[src/rtl/decode_stage_pkg.sv]
// Shared types for the decode stage: ALU field encodings, instruction formats,
// major opcodes and the decoded-instruction record held in the stage's storage.
package decode_stage_pkg;

  localparam int XLEN = 32;

  typedef enum logic [6:0] {
    NORMAL = 7'b0000000,
    ALT    = 7'b0100000
  } alu_funct7_e;

  typedef enum logic [2:0] {
    ADD  = 3'b000,
    SLL  = 3'b001,
    SLT  = 3'b010,
    SLTU = 3'b011,
    XOR  = 3'b100,
    SR   = 3'b101,
    OR   = 3'b110,
    AND  = 3'b111
  } alu_funct3_e;

  typedef enum logic [2:0] {
    R_TYPE,
    I_TYPE,
    S_TYPE,
    B_TYPE,
    U_TYPE,
    J_TYPE,
    INVALID_TYPE
  } inst_format_e;

  typedef enum logic [6:0] {
    OPC_OP     = 7'b0110011,
    OPC_OP_IMM = 7'b0010011,
    OPC_LOAD   = 7'b0000011,
    OPC_JALR   = 7'b1100111,
    OPC_SYSTEM = 7'b1110011,
    OPC_STORE  = 7'b0100011,
    OPC_BRANCH = 7'b1100011,
    OPC_LUI    = 7'b0110111,
    OPC_AUIPC  = 7'b0010111,
    OPC_JAL    = 7'b1101111
  } opcode_e;

  typedef struct packed {
    logic [XLEN-1:0] pc;
    inst_format_e    format;
    logic [6:0]      opcode;
    alu_funct3_e     funct3;
    alu_funct7_e     funct7;
    logic [4:0]      rs1;
    logic [4:0]      rs2;
    logic [4:0]      rd;
    logic [31:0]     imm;
    logic            illegal;
  } decoded_inst_t;

  localparam decoded_inst_t DECODED_RESET = '{
    pc: '0, format: INVALID_TYPE, opcode: '0, funct3: ADD, funct7: NORMAL,
    rs1: '0, rs2: '0, rd: '0, imm: '0, illegal: 1'b0
  };

endpackage

[src/rtl/decode_stage_imm_gen.sv]
// Combinational RV32I immediate builder: picks and sign-extends the immediate
// bits for the given instruction format; R and INVALID yield zero.
module decode_stage_imm_gen
  import decode_stage_pkg::*;
(
  input  logic [31:7]  inst_i,
  input  inst_format_e format_i,
  output logic [31:0]  imm_o
);

  always_comb begin
    imm_o = '0;
    case (format_i)
      I_TYPE:  imm_o = {{20{inst_i[31]}}, inst_i[31:20]};
      S_TYPE:  imm_o = {{20{inst_i[31]}}, inst_i[31:25], inst_i[11:7]};
      B_TYPE:  imm_o = {{19{inst_i[31]}}, inst_i[31], inst_i[7], inst_i[30:25],
                        inst_i[11:8], 1'b0};
      U_TYPE:  imm_o = {inst_i[31:12], 12'b0};
      J_TYPE:  imm_o = {{11{inst_i[31]}}, inst_i[31], inst_i[19:12], inst_i[20],
                        inst_i[30:21], 1'b0};
      default: imm_o = '0;
    endcase
  end

endmodule

[src/rtl/decode_stage.sv]
// RISC-V instruction decode stage with valid/ready handshakes and flush.
// Define DECODE_SKID_EN for a two-entry build with a registered in_ready_o.
module decode_stage
  import decode_stage_pkg::*;
(
  input  logic            clk_i,
  input  logic            rst_i,
  input  logic            flush_i,
  input  logic            in_valid_i,
  output logic            in_ready_o,
  input  logic [31:0]     in_inst_i,
  input  logic [XLEN-1:0] in_pc_i,
  output logic            out_valid_o,
  input  logic            out_ready_i,
  output logic [XLEN-1:0] out_pc_o,
  output inst_format_e    out_format_o,
  output logic [6:0]      out_opcode_o,
  output alu_funct3_e     out_funct3_o,
  output alu_funct7_e     out_funct7_o,
  output logic [4:0]      out_rs1_o,
  output logic [4:0]      out_rs2_o,
  output logic [4:0]      out_rd_o,
  output logic [31:0]     out_imm_o,
  output logic            out_illegal_o
);

  logic [6:0]    f7;
  logic [2:0]    f3;
  logic          f7_ok;
  inst_format_e  fmt;
  alu_funct7_e   funct7;
  logic [4:0]    rs1, rs2, rd;
  logic          illegal;
  logic [31:0]   imm;
  decoded_inst_t dec;

  assign f7    = in_inst_i[31:25];
  assign f3    = in_inst_i[14:12];
  assign f7_ok = (f7 == NORMAL) || (f7 == ALT);

  always_comb begin
    fmt     = INVALID_TYPE;
    funct7  = NORMAL;
    rs1     = in_inst_i[19:15];
    rs2     = in_inst_i[24:20];
    rd      = in_inst_i[11:7];
    illegal = 1'b0;
    case (opcode_e'(in_inst_i[6:0]))
      OPC_OP: begin
        fmt     = R_TYPE;
        funct7  = alu_funct7_e'(f7);
        illegal = !f7_ok;
      end
      OPC_OP_IMM: begin
        fmt = I_TYPE;
        rs2 = '0;
        // Shift-immediates reuse funct7 as the shift-kind selector.
        if (f3 == SLL || f3 == SR) begin
          funct7  = alu_funct7_e'(f7);
          illegal = !f7_ok || (f3 == SLL && f7 == ALT);
        end
      end
      OPC_LOAD, OPC_JALR, OPC_SYSTEM: begin
        fmt = I_TYPE;
        rs2 = '0;
      end
      OPC_STORE: begin
        fmt = S_TYPE;
        rd  = '0;
      end
      OPC_BRANCH: begin
        fmt = B_TYPE;
        rd  = '0;
      end
      OPC_LUI, OPC_AUIPC: begin
        fmt = U_TYPE;
        rs1 = '0;
        rs2 = '0;
      end
      OPC_JAL: begin
        fmt = J_TYPE;
        rs1 = '0;
        rs2 = '0;
      end
      default: illegal = 1'b1;
    endcase
  end

  decode_stage_imm_gen u_imm_gen (
    .inst_i   (in_inst_i[31:7]),
    .format_i (fmt),
    .imm_o    (imm)
  );

  assign dec = '{
    pc: in_pc_i, format: fmt, opcode: in_inst_i[6:0], funct3: alu_funct3_e'(f3),
    funct7: funct7, rs1: rs1, rs2: rs2, rd: rd, imm: imm, illegal: illegal
  };

  decoded_inst_t out_q, out_d;
  logic          out_valid_q, out_valid_d;
  logic          accept;

`ifdef DECODE_SKID_EN
  decoded_inst_t skid_q, skid_d;
  logic          skid_valid_q, skid_valid_d;
  logic          drain;

  assign in_ready_o = !skid_valid_q;
  assign accept     = in_valid_i && !skid_valid_q && !flush_i;
  assign drain      = out_valid_q && out_ready_i;

  always_comb begin
    out_d        = out_q;
    out_valid_d  = out_valid_q;
    skid_d       = skid_q;
    skid_valid_d = skid_valid_q;
    if (flush_i) begin
      out_valid_d  = 1'b0;
      skid_valid_d = 1'b0;
    end else if (!out_valid_q || drain) begin
      // Output slot frees up: the older skid entry always moves first.
      if (skid_valid_q) begin
        out_d        = skid_q;
        out_valid_d  = 1'b1;
        skid_valid_d = accept;
        if (accept) skid_d = dec;
      end else begin
        out_valid_d = accept;
        if (accept) out_d = dec;
      end
    end else if (accept) begin
      skid_d       = dec;
      skid_valid_d = 1'b1;
    end
  end

  always_ff @(posedge clk_i or posedge rst_i) begin
    if (rst_i) begin
      skid_q       <= DECODED_RESET;
      skid_valid_q <= 1'b0;
    end else begin
      skid_q       <= skid_d;
      skid_valid_q <= skid_valid_d;
    end
  end
`else
  assign in_ready_o = !out_valid_q || out_ready_i;
  assign accept     = in_valid_i && in_ready_o && !flush_i;

  always_comb begin
    out_d       = out_q;
    out_valid_d = out_valid_q;
    if (flush_i) begin
      out_valid_d = 1'b0;
    end else if (accept) begin
      out_d       = dec;
      out_valid_d = 1'b1;
    end else if (out_ready_i) begin
      out_valid_d = 1'b0;
    end
  end
`endif

  always_ff @(posedge clk_i or posedge rst_i) begin
    if (rst_i) begin
      out_q       <= DECODED_RESET;
      out_valid_q <= 1'b0;
    end else begin
      out_q       <= out_d;
      out_valid_q <= out_valid_d;
    end
  end

  assign out_valid_o   = out_valid_q;
  assign out_pc_o      = out_q.pc;
  assign out_format_o  = out_q.format;
  assign out_opcode_o  = out_q.opcode;
  assign out_funct3_o  = out_q.funct3;
  assign out_funct7_o  = out_q.funct7;
  assign out_rs1_o     = out_q.rs1;
  assign out_rs2_o     = out_q.rs2;
  assign out_rd_o      = out_q.rd;
  assign out_imm_o     = out_q.imm;
  assign out_illegal_o = out_q.illegal;

endmodule

[config.mk]
export PLATFORM = sky130hd
export DESIGN_NAME = decode_stage
export DESIGN_NICKNAME = d
export VERILOG_FILES = /design/src/rtl/decode_stage_pkg.sv /design/src/rtl/decode_stage_imm_gen.sv /design/src/rtl/decode_stage.sv
export SDC_FILE = /design/constraint.sdc
export NUM_CORES = 1
export LEC_CHECK = 0
export ABC_AREA = 1
export BUFFER_PORTS_ARGS = -buffer_cell sky130_fd_sc_hd__buf_2
export CAP_MARGIN = 5
export CELL_PAD_IN_SITES_DETAIL_PLACEMENT = 0
export CELL_PAD_IN_SITES_GLOBAL_PLACEMENT = 2
export CORE_MARGIN = 3
export CORE_UTILIZATION = 24
export CTS_CLUSTER_SIZE = 12
export DETAILED_ROUTE_END_ITERATION = 12
export MAX_ROUTING_LAYER = met4
export PLACE_DENSITY = 0.86
export SETUP_SLACK_MARGIN = 0.05
export SLEW_MARGIN = 20
export SYNTH_ARGS = -nofsm -noshare
export SYNTH_HDL_FRONTEND = slang
export SYNTH_SLANG_ARGS = --single-unit
[constraint.sdc]
create_clock -name clk_i -period 2.97 [get_ports clk_i]
set_clock_uncertainty 0.05 [all_clocks]
set_input_delay 0.297 -clock clk_i [delete_from_list [all_inputs] [get_ports clk_i]]
set_output_delay 0.297 -clock clk_i [all_outputs]
set_load 0.01 [all_outputs]
==> results.ini <==
[run]
cap_violations=0

[global_route]
grtUsageTotal_pct=14.3
antenna_found_initial=0
grt_pass1_vias=3967
grt_max_degree=84
grt_pass1_wl_um=21800
grt_overflow=0

[synthesis]
synth_area_leaders=dfrtp_1 (56%), nand2_1 (22%), o21ai_0 (2.7%)
synth_seq_area_share_pct=57.6
synth_cells=526
syn-num-nets=596
synth.distinct_cells=29
yosys.area.top_type=dfrtp_1
synth_top_area_share_pct=56.4
synth_area_sq_um=4390
syn_avg_cell_area_sq_um=8.34
ys_warn_count=0
synth-seq-cells=101

[final_layout]
syn_to_final_growth_pct=31.7
fillerInstances=1897
drive_above_1_share_pct=31.1
fin_util_pct=32.9
diodes=0
nets=763

[floorplanning]
die_w_um=141
start_util_pct=24.9
rows=48
fp.dieH_um=141
die_area_sq_um=19900
io_pins=171
core_area_sq_um=17600

[routing]
vias_per_cell=4.33
drc=0
routedWlPerCell_um=14.7
ant_nets=0
routed-via-count=3996
drt_wl_total_um=13600
first_pass_iters=4
dr.first_iter.drc_count=182

[sta]
max_slew_margin_pct=54.1
period_share_pct=72.5
setup_ws_ns=0.817
fmax_ghz=0.464
hold_viol_final=0
hold_slack_ns=0.0952
maxSlewViolCount=0
finalCriticalPeriod_ns=2.15
grt_setup_unrepaired=false
tightestPinTransition_ns=0.688
timing.final.setup_violations=0
setup-tns-final_ns=0

[setup_path]
crit_path_top_delay_cell=nor2_2
crit_chain=buf_2 -> inv_1 -> nand2_1 -> nor2_1 -> nand3_1 -> nand2_2 -> inv_2 -> ha_1 -> nand4_4 -> nand2_1 -> nor2_2 -> o21ai_0 -> o21ai_0
criticalPathCategory=in2reg
critPathBufInv=3
required_ns=3.19
crit_fanout=12
cp_top_family=simple AND/OR/NAND/NOR gates
worst_setup_path_start_kind=input port
max_stage_delay_ns=0.42
arrival_ns=2.38
cp-end-kind=flop

[place]
dp_hpwl_um=9710
port_buffers=170
dp_slack_ns=0.441
place.gp.congestion=0.821

[power_and_ir_drop]
combPwrFrac_pct=15.2
p_leak_nw=3.21
p_switching_uw=881
switching_share_pct=27.7
intPower_mw=2.30
powerDensity_nw_per_um2=550
power.share.clock_pct=35.8
seqPwrFrac_pct=49.1
ir_drop_mv=0.342

[clock_tree]
tritoncts=done
clock_sinks=101
clk_latency_ns=0.34
cts_made_buffers=9
cts_resized=0
h-tree-depth=3
clk_pin_slew_worst_paths_ns=0.07
cts-root-buf=clkbuf_16
clk_path_buf_depth=2
post-cts-setup-buffer-count=0

[run_status]
outcome=finished, final reports clean

[hold_path]
hp-class=in2reg

==> layout by cell type (no fill, tap or decap), types with 5 or more instances in the layout <==
cell type	n
a21oi_1	13
buf_2	170
buf_4	5
clkbuf_16	9
dfrtp_1	99
inv_1	23
nand2_1	252
nand2_2	6
nand3_1	12
nand4_1	6
nor2_1	25
o21ai_0	24
o21ai_1	8
o31ai_1	10
==> area by class of cell <==
type                       instances  area (sq um)  share of cell area [%]
tap                              225           282                    4.87
multi-input combinational        375          1660                    28.7
sequential                       101          2530                    43.8
clock buffer                      13           260                    4.50
clock inverter                     3          21.3                   0.368
inverter                          29           114                    1.97
timing repair buffer             177           918                    15.9
==> what timing repair did <==
| action | in CTS | in global routing |
|---|---|---|
| setup endpoints to repair | 0 | 0 |
| endpoints found under the hold margin | 18 | 0 |
| hold buffers | 1 | 0 |
==> through the flow <==
| stage | cells | power [mW] | cell area [sq um] |
|---|---|---|---|
| after floorplan | 526 | 1.82 | 4390 |
| after global placement | 906 | 2.08 | 5490 |
| after detailed placement | 906 | 2.08 | 5490 |
| after CTS | 923 | 3.25 | 5780 |
| after global routing | 923 | 3.37 | 5780 |
| final | 923 | 3.18 | 5780 |
==> cell families after synthesis <==
logic type,after synthesis,synth area share (%)
compound gates,61,7.92
fa+ha+maj,1,0.285
buf+inv,50,4.76
flops,101,57.6
simple gates,313,29.4
==> path summary, 6_finish.rpt <==
kind	start	end	slack, ns	depth (start not counted)
hold / removal	in_pc_i[12]	out_pc_o[12]	0.1	3
max in group asynchronous	rst_i	out_funct7_o[0]	1.63	4
hold reg to reg	out_pc_o[0]	out_pc_o[0]	0.42	2
setup / recovery	in_inst_i[3]	out_imm_o[31]	0.82	13
min in group asynchronous	rst_i	out_pc_o[14]	0.46	3
setup reg to reg	out_valid_o	out_imm_o[19]	0.93	7
==> routing by layer <==
metal	GRT usage, %	vias up	wire length [um]
li1	-	1985	-
met1	18.4	1870	6190
met2	21.9	131	6220
met3	5.02	10	1030
met4	3.06	0	130
met5	-	-	0
==> worst reg2reg max path: cells and delay by family (launching register included) <==
kind | cells | cell delay, ns
buffers and inverters | 3 | 0.66
and+or+nand+nor | 3 | 0.66
DFF | 1 | 0.37
AOI/OAI and AO/OA | 1 | 0.21
==> Yosys cell counts <==
cell type / number
nand2_1: 252
dfrtp_1: 99
nor2_1: 25
inv_1: 24
o21ai_0: 24
clkbuf_1: 14
a21oi_1: 13
nand3_1: 12
o31ai_1: 10
o21ai_1: 8
nand2_2: 6
nand4_1: 6
inv_2: 5
nor2_2: 3
nor2_4: 3
o21ai_2: 3
a31oi_1: 2
buf_1: 2
buf_2: 2
buf_6: 2
dfstp_2: 2
nand3_2: 2
a41oi_1: 1
buf_4: 1
ha_1: 1
nand4_4: 1
nor3_1: 1
nor3_2: 1
nor4_1: 1
==> flip-flops by register name (all words and copies together), names as in the netlist <==
| name | count |
|---|---|
| out_valid_o | 1 |
| out_rs2_o | 5 |
| out_illegal_o | 1 |
| out_funct3_o | 3 |
| out_pc_o | 32 |
| out_funct7_o | 7 |
| out_format_o | 3 |
| out_imm_o | 32 |
| out_opcode_o | 7 |
| out_rs1_o | 5 |
| out_rd_o | 5 |
==> power by group through the flow <==
| stage | Clock (mW) | Sequential, mW | Combinational [mW] |
|---|---|---|---|
| 6_report | 1.14 | 1.56 | 0.482 |
| 3_3_place_gp | 0 | 1.59 | 0.491 |
| 4_1_cts | 1.19 | 1.56 | 0.496 |
| 2_1_floorplan | 0 | 1.64 | 0.180 |
| 5_1_grt | 1.25 | 1.58 | 0.547 |
| 3_5_place_dp | 0 | 1.58 | 0.495 |
No activity file was read; power rests on OpenSTA's default activity.
